[src/rtl/seg_to_hex_capture_if.sv]
// Capture-side bus of seg_to_hex_capture: segment input, load strobe and the
// assembled word with its status flags.
interface seg_to_hex_capture_if #(
  parameter int NIBBLES = 2
);
  logic [6:0]           seg_in;
  logic                 load;
  logic [4*NIBBLES-1:0] value;
  logic                 valid;
  logic                 error;
  logic [3:0]           count;

  modport master (output seg_in, output load,
                  input value, input valid, input error, input count);
  modport slave  (input seg_in, input load,
                  output value, output valid, output error, output count);
endinterface

[src/rtl/seg_to_hex_capture.sv]
// Decodes 7-segment patterns back into hex nibbles and assembles them, one per
// rising edge of load, into a NIBBLES-wide word with legality checking.
module seg_to_hex_capture #(
  parameter int NIBBLES    = 2,
  parameter int ACTIVE_LOW = 1
) (
  input  logic                  clk,
  input  logic                  clear_b,
  seg_to_hex_capture_if.slave   bus
);

  localparam int         VW       = 4 * NIBBLES;
  localparam logic [3:0] FULL_CNT = 4'(NIBBLES);

  typedef enum logic [1:0] {
    EMPTY   = 2'd0,
    PARTIAL = 2'd1,
    FULL    = 2'd2
  } state_t;

  // Returns {legal, nibble} for an active-low segment pattern (bit0 = a).
  function automatic logic [4:0] seg_decode(input logic [6:0] p);
    case (p)
      7'h40:   seg_decode = {1'b1, 4'h0};
      7'h79:   seg_decode = {1'b1, 4'h1};
      7'h24:   seg_decode = {1'b1, 4'h2};
      7'h30:   seg_decode = {1'b1, 4'h3};
      7'h19:   seg_decode = {1'b1, 4'h4};
      7'h12:   seg_decode = {1'b1, 4'h5};
      7'h02:   seg_decode = {1'b1, 4'h6};
      7'h78:   seg_decode = {1'b1, 4'h7};
      7'h00:   seg_decode = {1'b1, 4'h8};
      7'h10:   seg_decode = {1'b1, 4'h9};
      7'h08:   seg_decode = {1'b1, 4'hA};
      7'h03:   seg_decode = {1'b1, 4'hB};
      7'h46:   seg_decode = {1'b1, 4'hC};
      7'h21:   seg_decode = {1'b1, 4'hD};
      7'h06:   seg_decode = {1'b1, 4'hE};
      7'h0E:   seg_decode = {1'b1, 4'hF};
      default: seg_decode = {1'b0, 4'h0};
    endcase
  endfunction

  state_t          state_r, state_nxt_s;
  logic            load_q_r;
  logic [VW-1:0]   value_r, value_nxt_s, value_shift_s;
  logic [3:0]      count_r, count_nxt_s;
  logic            valid_r, valid_nxt_s;
  logic            error_r, error_nxt_s;
  logic [6:0]      seg_norm_s;
  logic [4:0]      dec_s;
  logic            legal_s;
  logic [3:0]      nibble_s;
  logic            cap_s;

  assign seg_norm_s    = (ACTIVE_LOW != 0) ? bus.seg_in : ~bus.seg_in;
  assign dec_s         = seg_decode(seg_norm_s);
  assign legal_s       = dec_s[4];
  assign nibble_s      = dec_s[3:0];
  assign cap_s         = bus.load & ~load_q_r;
  // Shift form collapses to a plain load of the nibble when NIBBLES is 1.
  assign value_shift_s = (value_r << 3'd4) | VW'(nibble_s);

  // Load edge detector; resets high so a load held through reset is ignored.
  always_ff @(posedge clk or negedge clear_b) begin
    if (!clear_b) begin
      load_q_r <= 1'b1;
    end else begin
      load_q_r <= bus.load;
    end
  end

  // State and output registers.
  always_ff @(posedge clk or negedge clear_b) begin
    if (!clear_b) begin
      state_r <= EMPTY;
      value_r <= '0;
      count_r <= 4'd0;
      valid_r <= 1'b0;
      error_r <= 1'b0;
    end else begin
      state_r <= state_nxt_s;
      value_r <= value_nxt_s;
      count_r <= count_nxt_s;
      valid_r <= valid_nxt_s;
      error_r <= error_nxt_s;
    end
  end

  // Next-state and next-output logic; only capture cycles change anything.
  always_comb begin
    state_nxt_s = state_r;
    value_nxt_s = value_r;
    count_nxt_s = count_r;
    valid_nxt_s = valid_r;
    error_nxt_s = error_r;
    if (cap_s && legal_s) begin
      value_nxt_s = value_shift_s;
      error_nxt_s = 1'b0;
      case (state_r)
        EMPTY, PARTIAL: begin
          count_nxt_s = count_r + 4'd1;
          if ((count_r + 4'd1) == FULL_CNT) begin
            state_nxt_s = FULL;
            valid_nxt_s = 1'b1;
          end else begin
            state_nxt_s = PARTIAL;
            valid_nxt_s = 1'b0;
          end
        end
        FULL: begin
          count_nxt_s = 4'd1;
          if (FULL_CNT == 4'd1) begin
            state_nxt_s = FULL;
            valid_nxt_s = 1'b1;
          end else begin
            state_nxt_s = PARTIAL;
            valid_nxt_s = 1'b0;
          end
        end
        default: begin
          state_nxt_s = EMPTY;
          count_nxt_s = 4'd0;
          valid_nxt_s = 1'b0;
        end
      endcase
    end else if (cap_s) begin
      // Illegal pattern: drop the partial word but keep the last value visible.
      state_nxt_s = EMPTY;
      count_nxt_s = 4'd0;
      valid_nxt_s = 1'b0;
      error_nxt_s = 1'b1;
    end else begin
      state_nxt_s = state_r;
      value_nxt_s = value_r;
    end
  end

  assign bus.value = value_r;
  assign bus.count = count_r;
  assign bus.valid = valid_r;
  assign bus.error = error_r;

endmodule

[src/flat_wrapper.sv]
// flat-port wrapper written by rule: the top's interface ports become plain ports
module seg_to_hex_capture_flat 
#(
  parameter int NIBBLES    = 2,
  parameter int ACTIVE_LOW = 1
)
  (clk, clear_b, bus_seg_in, bus_load, bus_value, bus_valid, bus_error, bus_count);
  seg_to_hex_capture_if #(.NIBBLES(NIBBLES)) bus_i ();
  input  logic clk;
  input  logic clear_b;
  input wire logic [$bits(bus_i.seg_in)-1:0] bus_seg_in;
  input wire logic [$bits(bus_i.load)-1:0] bus_load;
  output wire logic [$bits(bus_i.value)-1:0] bus_value;
  output wire logic [$bits(bus_i.valid)-1:0] bus_valid;
  output wire logic [$bits(bus_i.error)-1:0] bus_error;
  output wire logic [$bits(bus_i.count)-1:0] bus_count;
  assign bus_i.seg_in = bus_seg_in;
  assign bus_i.load = bus_load;
  assign bus_value = bus_i.value;
  assign bus_valid = bus_i.valid;
  assign bus_error = bus_i.error;
  assign bus_count = bus_i.count;
  seg_to_hex_capture #(.NIBBLES(NIBBLES), .ACTIVE_LOW(ACTIVE_LOW)) u_core (.clk(clk), .clear_b(clear_b), .bus(bus_i));
endmodule
[config.mk]
export PLATFORM = sky130hd
export DESIGN_NAME = seg_to_hex_capture_flat
export DESIGN_NICKNAME = d
export VERILOG_FILES = /design/src/rtl/seg_to_hex_capture_if.sv /design/src/rtl/seg_to_hex_capture.sv /design/src/flat_wrapper.sv
export SDC_FILE = /design/constraint.sdc
export NUM_CORES = 1
export LEC_CHECK = 0
export BUFFER_PORTS_ARGS = -buffer_cell sky130_fd_sc_hd__buf_2
export CORE_UTILIZATION = 29
export CTS_BUF_LIST = sky130_fd_sc_hd__clkbuf_2 sky130_fd_sc_hd__clkbuf_4 sky130_fd_sc_hd__clkbuf_8
export DETAILED_ROUTE_END_ITERATION = 10
export MAX_ROUTING_LAYER = met4
export PLACE_DENSITY = 0.49
export SYNTH_ARGS = -nofsm -noshare
export SYNTH_HDL_FRONTEND = slang
export SYNTH_SLANG_ARGS = --single-unit
[constraint.sdc]
create_clock -name clk -period 1.65 [get_ports clk]
set_clock_uncertainty 0.2 [all_clocks]
set_input_delay 0.4125 -clock clk [delete_from_list [all_inputs] [get_ports clk]]
set_output_delay 0.4125 -clock clk [all_outputs]
set_load 0.01 [all_outputs]
==> results.json <==
{
  "grt_usage_pct": 15.2,
  "syn_nets": 131,
  "fp.dieW_microns": 65.3,
  "hold_class": "input pin to register",
  "synthCells": 119,
  "setup.worst_path.start": "bus_seg_in[3]",
  "multiInputGateArea_sq_um": 826,
  "violations": "negative setup slack",
  "path_clk_slew_ns": 0.07,
  "hpwl_microns": 2160,
  "htreeDepth": 1,
  "grt_pass1_vias": 1070,
  "maxSlewViolCount": 0,
  "antenna_found_initial": 0,
  "final_area_sq_um": 1810,
  "cts_buffer_depth": 2,
  "r2r_start": "u_core.bus.count[1]$_DFFE_PN0P_",
  "grt_max_degree": 18,
  "cap_viol_max_count": 0,
  "drc_errors": 0,
  "power_density_nw_per_um2": 702,
  "post_synth_num_cell_types": 49,
  "crit_type": "input pin to register",
  "post-route-period-util_pct": 110,
  "grt_pass1_wl_microns": 4890,
  "postRouteAntennaNets": 0,
  "antennaDiodeCount": 0,
  "netlist_area_sq_um": 1160,
  "rsz0062_at_grt": "true",
  "worstPathArrival_ns": 1.75,
  "globalRouteOverflowTotal": 0,
  "core_sq_um": 3740,
  "layoutNonFillerInstCount": 216,
  "vias": 1123,
  "initial_utilization_pct": 31.0,
  "timing.fmax_mhz": 551,
  "swShare_pct": 29.3,
  "hp-start": "bus_load",
  "synth_top_area_cell": "dfrtp_1",
  "io_buffers": 23,
  "clk_latency_ns": 0.25,
  "yosysMostFrequentCell": "dfrtp_1",
  "setup_viol": 14,
  "synthTopCellsByArea": "dfrtp_1 (34%), mux2_4 (6.5%), o21ai_0 (4.3%)",
  "clock-sinks": 17,
  "leakagePower_nw": 0.812,
  "fp-row-count": 22,
  "syn_to_final_growth_pct": 55.8,
  "dieArea_sq_um": 4270,
  "chipHeight_microns": 65.3,
  "fillers": 378,
  "gp_congestion": 0.809,
  "startpoint_type": "input pin",
  "end_kind": "register",
  "fin_nets": 181,
  "wl_microns": 3010,
  "root_buffer": "clkbuf_8",
  "place_area_sq_um": 1480,
  "period_minus_slack_ns": 1.82,
  "setup_ws_ns": -0.166,
  "wl_per_cell_microns": 13.9,
  "yosys-top-cells-count": "dfrtp_1 (16), nand2_1 (12), o21ai_0 (10)",
  "io_pins": 24,
  "slew_headroom_pct": 74.2,
  "peakVddDrop_uv": 277,
  "seq_area_frac_synth_pct": 36.7,
  "synth_top_area_share_pct": 34.4,
  "p_int_w": 0.000899,
  "avgViaCountPerCell": 5.20,
  "dp_cells": 207,
  "drive_gt1_share_pct": 56.5,
  "syn_avg_cell_area_sq_um": 9.77,
  "p_comb_share_pct": 32.1,
  "cts_buffers": 3,
  "yosysWarnings": 0,
  "synth-edff-count": 0,
  "clockPowerShare_pct": 25.5,
  "cp.required_ns": 1.58,
  "power_switching_w": 0.000372,
  "synthArstFlopShare_pct": 100,
  "first_pass_iters": 4,
  "synth-seq-cells": 17,
  "outcome": "complete, but fails checks",
  "cp_max_fo": 8,
  "seqCellArea_sq_um": 429,
  "drt_iter0_markers": 35,
  "p_seq_share_pct": 42.4,
  "synth-main-ff-cell": "dfrtp_1",
  "worstMarginPinSlew_ns": 0.388,
  "tritoncts": "done",
  "hold_viol_final": 0
}
sequential cells by signal, summed over array words and instances, names as in the netlist:
signal and count:
u_core.bus.value 8, u_core.bus.count 4, u_core.state_r 2, u_core.bus.error 1
u_core.bus.valid 1, u_core.load_q_r 1
layout make-up:
class | count | share of cell area [%]
multi-input cells | 89 | 45.6
well taps | 48 | 3.32
flip-flops and latches | 17 | 23.7
repair buffers | 55 | 24.0
inverters | 3 | 0.622
clock buffers | 4 | 2.70
worst max-delay path: stages:
cell and delay, ns:
buf_4 0.15, and4b_2 0.24, o21ai_4 0.16, nand4_4 0.14, o21ai_4 0.31, mux2_4 0.33
logic make-up (layout without fill, tap and decap cells):
| logic type | Yosys count | in the layout | share of synthesized area [%] |
|---|---|---|---|
| AO/OA/AOI/OAI | 35 | 35 | 21.1 |
| XOR/XNOR | 1 | 1 | 0.754 |
| adder cells (fa/ha/maj) | 2 | 2 | 2.15 |
| buffers and inverters | 13 | 62 | 6.78 |
| flip-flops | 17 | 17 | 36.7 |
| multiplexers | 6 | 6 | 7.32 |
| AND/OR/NAND/NOR | 45 | 45 | 25.2 |
placed cells by master (no fill, tap or decap), drive strengths merged, types with 2 or more instances in the layout:
master | netlist | routed
a31oi | 2 | 2
nand2 | 12 | 12
nor2 | 4 | 4
dfrtp | 16 | 16
nand2b | 2 | 2
inv | 3 | 3
nor3b | 2 | 2
clkbuf | 3 | 4
o21ai | 15 | 15
and3b | 2 | 2
nor2b | 2 | 2
o41ai | 2 | 2
nor4 | 2 | 2
a21oi | 4 | 4
ha | 2 | 2
o31ai | 3 | 3
mux2 | 5 | 5
buf | 7 | 54
nand4b | 2 | 2
nor3 | 6 | 6
a211oi | 3 | 3
power groups by stage:
stage | Clock (W) | Combinational, W | Sequential, W
floorplan | 0 | 0.000171 | 0.000571
global placement | 0 | 0.000347 | 0.000543
detailed placement | 0 | 0.000352 | 0.000546
CTS | 0.000331 | 0.000389 | 0.000538
global route | 0.000345 | 0.000445 | 0.000550
finish | 0.000325 | 0.000408 | 0.000538
metal layers:
| layer | GRT usage [%] | share of wire, % | vias up |
|---|---|---|---|
| li1 | - | - | 545 |
| met1 | 18.9 | 45 | 556 |
| met2 | 25.3 | 51 | 18 |
| met3 | 1.04 | 2.3 | 4 |
| met4 | 6.52 | 1.4 | 0 |
| met5 | - | 0 | - |
final timing paths:
check | to | slack, ns | cells past startpoint
max | u_core.bus.value[5]$_DFFE_PN0P_ | -0.17 | 6
min | u_core.load_q_r$_DFF_PN1_ | 0.08 | 1
max reg2reg | u_core.bus.valid$_DFFE_PN0P_ | -0.02 | 5
min reg2reg | u_core.state_r[0]$_DFFE_PN0P_ | 0.28 | 2
max in group asynchronous | u_core.load_q_r$_DFF_PN1_ | 0.52 | 2
min in group asynchronous | u_core.bus.count[2]$_DFFE_PN0P_ | 0.41 | 2
metrics by stage:
| stage | util (%) | hold slack (ns) | setup TNS [ns] | total power (W) | worst slack, ns |
|---|---|---|---|---|---|
| 3_3_place_gp | 39.6 | 0.155 | -6.03 | 0.000890 | -0.474 |
| 5_1_grt | 48.4 | 0.0730 | -2.25 | 0.00134 | -0.237 |
| 4_1_cts | 44.7 | 0.0743 | -1.24 | 0.00126 | -0.159 |
| 2_1_floorplan | - | -0.0831 | -3.86 | 0.000742 | -0.403 |
| 3_5_place_dp | 39.6 | 0.161 | -6.47 | 0.000897 | -0.510 |
| 6_report | 48.4 | 0.0756 | -1.23 | 0.00127 | -0.166 |
repair_timing:
action,4_1_cts,5_1_grt
resized for setup,26,28
setup endpoints to repair,14,17
pin swaps,7,12
hold buffers,1,0
hold endpoints to repair,16,0
setup buffers,4,1
No activity file was read; power rests on OpenSTA's default activity.
